$ cat config.mk
export PLATFORM = sky130hd
export DESIGN_NAME = puf_eval_sequencer
export DESIGN_NICKNAME = d
export VERILOG_FILES = /design/src/rtl/puf_eval_sequencer.sv
export SDC_FILE = /design/constraint.sdc
export NUM_CORES = 1
export LEC_CHECK = 0
export ABC_AREA = 1
export CORE_MARGIN = 2
export CORE_UTILIZATION = 35
export DETAILED_ROUTE_END_ITERATION = 12
export MAX_ROUTING_LAYER = met4
export PLACE_DENSITY = 0.81
export SYNTH_ARGS = -nofsm -noshare
export SYNTH_HDL_FRONTEND = slang
export SYNTH_SLANG_ARGS = --single-unit
$ cat constraint.sdc
create_clock -name clk -period 1.9 [get_ports clk]
set_input_delay 0.19 -clock clk [delete_from_list [all_inputs] [get_ports clk]]
set_output_delay 0.19 -clock clk [all_outputs]
set_load 0.1 [all_outputs]
$ cat src/rtl/puf_eval_sequencer.sv
// Arbiter-PUF evaluation sequencer: loads a challenge, fires EVALS races with
// settle/relax gaps, and returns a majority-voted response with stability info.
module puf_eval_sequencer #(
  parameter int N          = 128,
  parameter int EVALS      = 7,
  parameter int SETTLE_CYC = 4,
  parameter int RACE_CYC   = 8,
  parameter int RELAX_CYC  = 4
) (
  input  logic          clk,
  input  logic          rst_n,
  input  logic          chal_valid,
  output logic          chal_ready,
  input  logic [N-1:0]  chal_data,
  output logic [N-1:0]  puf_control,
  output logic          puf_launch,
  input  logic          puf_resp,
  output logic          resp_valid,
  input  logic          resp_ready,
  output logic          resp_bit,
  output logic          resp_stable,
  output logic [$clog2(EVALS+1)-1:0] resp_ones
);

  localparam int CW   = $clog2(EVALS + 1);
  localparam int PMAX = (SETTLE_CYC > RACE_CYC)
                        ? ((SETTLE_CYC > RELAX_CYC) ? SETTLE_CYC : RELAX_CYC)
                        : ((RACE_CYC > RELAX_CYC) ? RACE_CYC : RELAX_CYC);
  localparam int PW   = $clog2(PMAX + 1);

  typedef enum logic [2:0] {
    IDLE,
    SETTLE,
    LAUNCH,
    RELAX,
    DONE
  } state_t;

  state_t          state;
  state_t          state_nx;
  logic [PW-1:0]   phase;
  logic            phase_last;
  logic [CW-1:0]   evals_done;
  logic [CW-1:0]   ones;
  logic            sync1;
  logic            sync2;
  logic            accept;
  logic            last_eval;

  assign chal_ready = (state == IDLE) & rst_n;
  assign accept     = (state == IDLE) & chal_valid;
  assign last_eval  = (evals_done == CW'(EVALS - 1));

  always_ff @(posedge clk) begin
    if (!rst_n) state <= IDLE;
    else        state <= state_nx;
  end

  always_comb begin
    state_nx   = state;
    phase_last = 1'b0;
    case (state)
      IDLE: begin
        if (chal_valid) state_nx = SETTLE;
      end
      SETTLE: begin
        phase_last = (phase == PW'(SETTLE_CYC - 1));
        if (phase_last) state_nx = LAUNCH;
      end
      LAUNCH: begin
        phase_last = (phase == PW'(RACE_CYC - 1));
        if (phase_last) state_nx = RELAX;
      end
      RELAX: begin
        phase_last = (phase == PW'(RELAX_CYC - 1));
        if (phase_last) state_nx = last_eval ? DONE : SETTLE;
      end
      DONE: begin
        if (resp_ready) state_nx = IDLE;
      end
      default: state_nx = IDLE;
    endcase
  end

  // Launch is driven from the next state so it is high exactly while in LAUNCH
  always_ff @(posedge clk) begin
    if (!rst_n) begin
      puf_control <= '0;
      puf_launch  <= 1'b0;
      phase       <= '0;
      evals_done  <= '0;
      ones        <= '0;
      sync1       <= 1'b0;
      sync2       <= 1'b0;
      resp_valid  <= 1'b0;
      resp_bit    <= 1'b0;
      resp_stable <= 1'b0;
      resp_ones   <= '0;
    end else begin
      sync1      <= puf_resp;
      sync2      <= sync1;
      puf_launch <= (state_nx == LAUNCH);

      if (state_nx != state || state == IDLE || state == DONE) phase <= '0;
      else                                                     phase <= phase + 1'b1;

      if (accept) begin
        puf_control <= chal_data;
        evals_done  <= '0;
        ones        <= '0;
      end

      if (state == LAUNCH && phase_last) ones <= ones + CW'(sync2);

      if (state == RELAX && phase_last) begin
        evals_done <= evals_done + 1'b1;
        if (last_eval) begin
          resp_valid  <= 1'b1;
          resp_ones   <= ones;
          resp_bit    <= (ones > CW'(EVALS >> 1));
          resp_stable <= (ones == '0) || (ones == CW'(EVALS));
        end
      end

      if (state == DONE && resp_ready) resp_valid <= 1'b0;
    end
  end

endmodule

==> impl_results.md <==
* Worst setup EP type: output port
* Worst Path Required at 1710 ps
* P_sw at 3.71 mW
* Largest net degree at the start of global routing at 101
* Synth Area per Inst at 7.80 µm²
* Clk pwr share at 0.328
* Met2 Usage GRT at 0.302
* Slew @ Worst Pin at 378 ps
* Final Hold Vio Count at 0
* Total negative setup slack at 0 ps
* # H-tree levels at 4
* Drt first pass iters at 6
* Library cells used by synthesis at 26
* Vias in the first global route at 4747
* Final setup vio count at 0
* Core area at 15200 µm²
* CP Launch Type: flop
* Cell Int Power at 6.15 mW
* Sw Share at 0.376
* Total power at 9.85 mW
* Busiest grt layer: met2
* Worst-path clk slew at 60 ps
* Row Count at 45
* FMAX at 629 MHz
* Headroom to the max-slew limit at 0.748
* Clk root buf: clkbuf_16
* Setup WS pre-CTS at 310 ps
* Combinational share of power at 0.313
* Critical Path Fanout Max at 6
* PD cells at 1160 nW/µm²
* Worst VDD drop at 602 µV
* CTS tree: done
* # port buffers at 268
* Hold Path End: puf_control[23]
* Final slew viol count at 0
* Ports at 269
* Clk buf depth at 2
* Full die area at 16600 µm²
* Outcome: finished clean
* Flop pwr share at 0.359
* Antenna violations before repair at 0
* Hold Crit Class: input port to flop
* Die Width at 129 µm
* Wirelength, routed at 15100 µm
* Hold slack at 194 ps
* Hold depth at 3
* Clk Latency, worst-skew pair at 410 ps
* Leakage power at 3.73 nW
* Max-cap viol count at 0
* Area delta synth->final at 55.7%
* Hold buffers post-CTS at 0
* Syn Std Cell Area at 5450 µm²
* All-Layer GR Usage at 0.182
* DR DRC count at 0
* DP HPWL at 10700 µm
* Register area share after synthesis at 0.551
* Post-layout util at 0.558
* Drt via density at 4.59
* DP Cell Count at 1116
* Hold Path Origin: rst_n
* Cell count after synthesis at 698
* Post-route cell area at 8480 µm²
* Fin worst setup slack at 311 ps
* Routed WL per cell at 13.2 µm
* Synth Register Bits at 150
* Post-Place Cell Area at 7910 µm²
* Antenna fix cells at 0
* Min Tclk post-route at 1590 ps
* Worst r2r src: phase[0]
* CTS buffer count at 17
* Placer Congestion at 0.843
* Starting DRT DRC Count at 314
* Via Count at 5268
* Final net count at 1085
* Height of the die at 129 µm
* CTS Sinks at 150
* Global routing usage on met3 at 0.0607
* Initial Util at 0.358
* Ys Warns at 0
* Finished Layout Cells at 1147
* Kind of critical path: flop to output port
* Worst Skew at 6.85 ps
* Met1 Usage GRT at 0.210
* R2R setup slack at 400 ps
* Worst R2R End: resp_valid
* RSZ-0062 raised after global routing: no
* Quantity of gates resized following cts at 0
* First-pass GRT wire length at 23300 µm
* Crit share post-route at 0.836
* WP data arrival at 1400 ps
* R2r worst-path depth at 9
* Share of cells above drive strength 1 at 0.188
* Postcts setup bufs at 0
* Gr ovfl total at 0
* DRT antenna net count at 0
* Syn Nets at 836
-- cell type report --
cell class,count,area [µm²]
Clock inverter,8,100
Tap cell,188,235
Clock buffer,23,468
Sequential cell,150,3000
Timing Repair Buffer,276,2470
Inverter,17,66.3
Multi-Input combinational cell,485,2130
Fill cell,1411,6720
-- Yosys cell counts (all sizes together) --
library cell  instances  area, µm²
nor2                282       1070
dfxtp               150       3000
o21ai               130        651
nand2                29        111
clkbuf               25       95.1
buf                  21        154
inv                  17       63.8
nand3                16       97.6
a21oi                 9       45.0
ha                    5       62.6
nand4                 5       31.3
nor3                  3       15.0
nand3b                2       15.0
xor2                  2       17.5
and3                  1       6.26
xnor2                 1       8.76
-- per-layer routing --
| layer | up-vias | wire length, µm |
|---|---|---|
| li1 | 2731 | - |
| met5 | - | 0 |
| met2 | 171 | 7550 |
| met4 | 0 | 239 |
| met3 | 18 | 982 |
| met1 | 2348 | 6330 |
-- power by group through the flow --
stage	Combinational [mW]	Clock, mW	Sequential [mW]
floorplan	0.497	0	5.39
global placement	3.08	0	3.60
detailed placement	3.10	0	3.61
CTS	3.10	3.30	3.54
global route	3.23	3.45	3.57
finish	3.09	3.23	3.54
-- worst max-delay path, cell delays in order (launching register included) --
cell     delay [ps]
dfxtp_1         380
nor2_4          210
nand2_1          80
nor2_2          130
buf_12          190
-- flip-flops by register name (all words and copies together), names as in the netlist, 3 cells and up --
signal,flops
resp_ones,3
puf_control,128
evals_done,3
phase,4
ones,3
state,3
-- layout by cell type, fill, tap and decap left out, drive strengths merged, types with 2 or more instances in the layout --
master / n
nor2: 282
dfxtp: 150
buf: 145
clkdlybuf4s50: 131
o21ai: 130
nand2: 29
clkbuf: 23
inv: 17
nand3: 16
a21oi: 9
nand4: 5
ha: 5
clkinv: 5
nor3: 3
nand3b: 2
xor2: 2
bufinv: 2
-- worst max-delay path by stage --
stage                           from              end  slack [ps]
after CTS                   state[1]       chal_ready         290
after detailed placement  chal_valid  puf_control[15]         310
after global placement    chal_valid  puf_control[23]         350
after floorplan                rst_n       chal_ready         270
final                       state[1]       chal_ready         310
after global routing        phase[0]     resp_ones[1]         180
-- cell families after synthesis --
| group | Yosys count | synth area share |
|---|---|---|
| XOR/XNOR | 3 | 0.00483 |
| flip-flops | 150 | 0.551 |
| AO/OA/AOI/OAI | 139 | 0.128 |
| adder cells (fa/ha/maj) | 5 | 0.0115 |
| buffers and inverters | 63 | 0.0574 |
| AND/OR/NAND/NOR | 338 | 0.247 |
Note: power is estimated with default switching activity, not from simulation.
==> patch, RTL diff (config.mk and constraints unchanged) <==
Re-encode `state_t` (5 states) as one-hot, 5 bits wide.
--- a/src/rtl/puf_eval_sequencer.sv
+++ b/src/rtl/puf_eval_sequencer.sv
@@ -29,10 +29,10 @@
   localparam int PW   = $clog2(PMAX + 1);
 
-  typedef enum logic [2:0] {
-    IDLE,
-    SETTLE,
-    LAUNCH,
-    RELAX,
-    DONE
+  typedef enum logic [4:0] {
+    IDLE   = 5'b00001,
+    SETTLE = 5'b00010,
+    LAUNCH = 5'b00100,
+    RELAX  = 5'b01000,
+    DONE   = 5'b10000
   } state_t;
 
Formal check against the unedited RTL: no difference found for any inputs over 4 cycles, from zero or initial values and one cycle with rst_n low; so few cycles prove little.
==> patch against the original RTL <==
  * Design area rose by 5.5%
  * Setup slack lost 0.19 ns
  * Core utilization shrank 1.3 points
  * Synthesized area rose by 6.7%
  * Combinational power grew 17%
  * Routed wire length fell by 0.67%
  * Total power rose by 6.5%
  * Sequential share of layout area shrank 1.4 points
  * Sequential cell count up 2
  * Count of clock-buffer cells in the layout is 5 lower
  * Largest power group unchanged
==> patch: results (changes against the original RTL) <==
Parameter                              Value

Global route
  Global routing usage summed across all routing layers ... 17.3% (was 18.2%)
  Wire length of the first global-routing pass ... 24100 um (was 23300 um)
  Number of global-route vias before repair ... 5087 (was 4747)
  Maximum number of pins on one net before global-route repair ... 69 (was 101)

Critical path
  Worst R2R Setup Slack ... 0.30 ns (was 0.40 ns)
  Worst reg2reg startpoint ... evals_done[0] (was phase[0])
  Number of cells traversed by the worst register-to-register path ... 10 (was 9)
  CP peak stage delay ... 0.41 ns (was 0.38 ns)
  Data arrival time of the worst path ... 1.59 ns (was 1.40 ns)
  Endpoint of the worst register-to-register path ... phase[0] (was resp_valid)
  Crit path max fanout ... 4 (was 6)

Place
  Routability-driven placement congestion ratio ... 0.828 (was 0.843)
  Total placed cells including tap cells ... 1166 (was 1116)
  Placed instance area ... 8390 sq um (was 7910 sq um)
  Pre-CTS setup slack ... 0.229 ns (was 0.310 ns)
  Detailed Place HPWL ... 10900 um (was 10700 um)

Route
  Routed via count ... 5385 (was 5268)
  Final WL ... 15000 um (was 15100 um)
  Detailed-route vias per instance ... 4.49 (was 4.59)
  Number of search-and-repair iterations in the first detailed-routing pass ... 4 (was 6)
  1st-iter DRT viols ... 216 (was 314)

Finish
  Top flop regs ... puf_control x128, state x5, phase x4 (was puf_control x128, phase x4)
  Filler cell count in the final layout ... 1494 (was 1411)
  Multi-input combinational cell area ... 1950 sq um (was 2130 sq um)
  Final-stage net count ... 1103 (was 1085)

Synth
  Biggest area contributors in the synthesized netlist ... dfxtp_1, a21oi_1, o21ai_0 (was dfxtp_1, nor2_1, o21ai_0)
  Post-Synthesis Cells ... 710 (was 698)
  Xor and xnor area share after synthesis ... 0.301% (was 0.483%)
  Post-Synth Adder-Cell Area ... 1.08% (was 1.15%)
  Compound-Gate Fraction of Synth Area ... 25.0% (was 12.8%)
  Commonest cells in the netlist ... dfxtp_1, inv_1, a21oi_1 (was nor2_1, dfxtp_1, o21ai_0)
  Total nets after synthesis ... 848 (was 836)
  Count of unique library cells instantiated by Yosys ... 32 (was 26)
  Sequential share of the synthesized area ... 52.4% (was 55.1%)

STA
  Slack of the critical path ... 0.122 ns (was 0.311 ns)
  Hold WS ... 0.0248 ns (was 0.194 ns)
  Clock Skew ... 0.00836 ns (was 0.00685 ns)
  Worst-Margin Slew ... 0.390 ns (was 0.378 ns)

Power and ir drop
  Total internal power ... 0.00618 W (was 0.00615 W)
  Post-route total power ... 0.0105 W (was 0.00985 W)
  Maximum vdd drop ... 0.671 mV (was 0.602 mV)

Worst hold path
  Cell depth of the worst min-delay path ... 2 (was 3)
  Endpoint, Worst Hold ... state[0] (was puf_control[23])

Run status
  Run status ... finished clean (unchanged)
[patch: changes by cell type in the layout (fill, tap and decap cells not counted), sizes merged, moves of 5 or more]
| cell | delta |
|---|---|
| a21oi | +130 |
| buf | +5 |
| clkbuf | -5 |
| inv | +137 |
| nand2 | -6 |
| nor2 | -255 |
| o21ai | +6 |
[patch: area by class of cell]
cell class	instances	area share, %
clock inverters	14	1.38
clock buffers	18	4.80
well taps	220	3.08
inverters	150	6.29
repair buffers	281	28.6
flip-flops and latches	152	34.0
multi-input cells	363	21.8
[patch: cell families after synthesis]
logic type,after synthesis
fa+ha+maj,5
compound gates,280
simple gates,76
flops,152
xor+xnor,2
buf+inv,195
[patch: routing by layer]
| layer | routed length (um) | global-route usage (%) | vias to the layer above |
|---|---|---|---|
| met1 | 6410 | 20.7 | 2370 |
| met4 | 421 | 7.53 | 0 |
| met5 | 0 | - | - |
| met3 | 1170 | 5.13 | 28 |
| li1 | - | - | 2790 |
| met2 | 7000 | 27.0 | 197 |
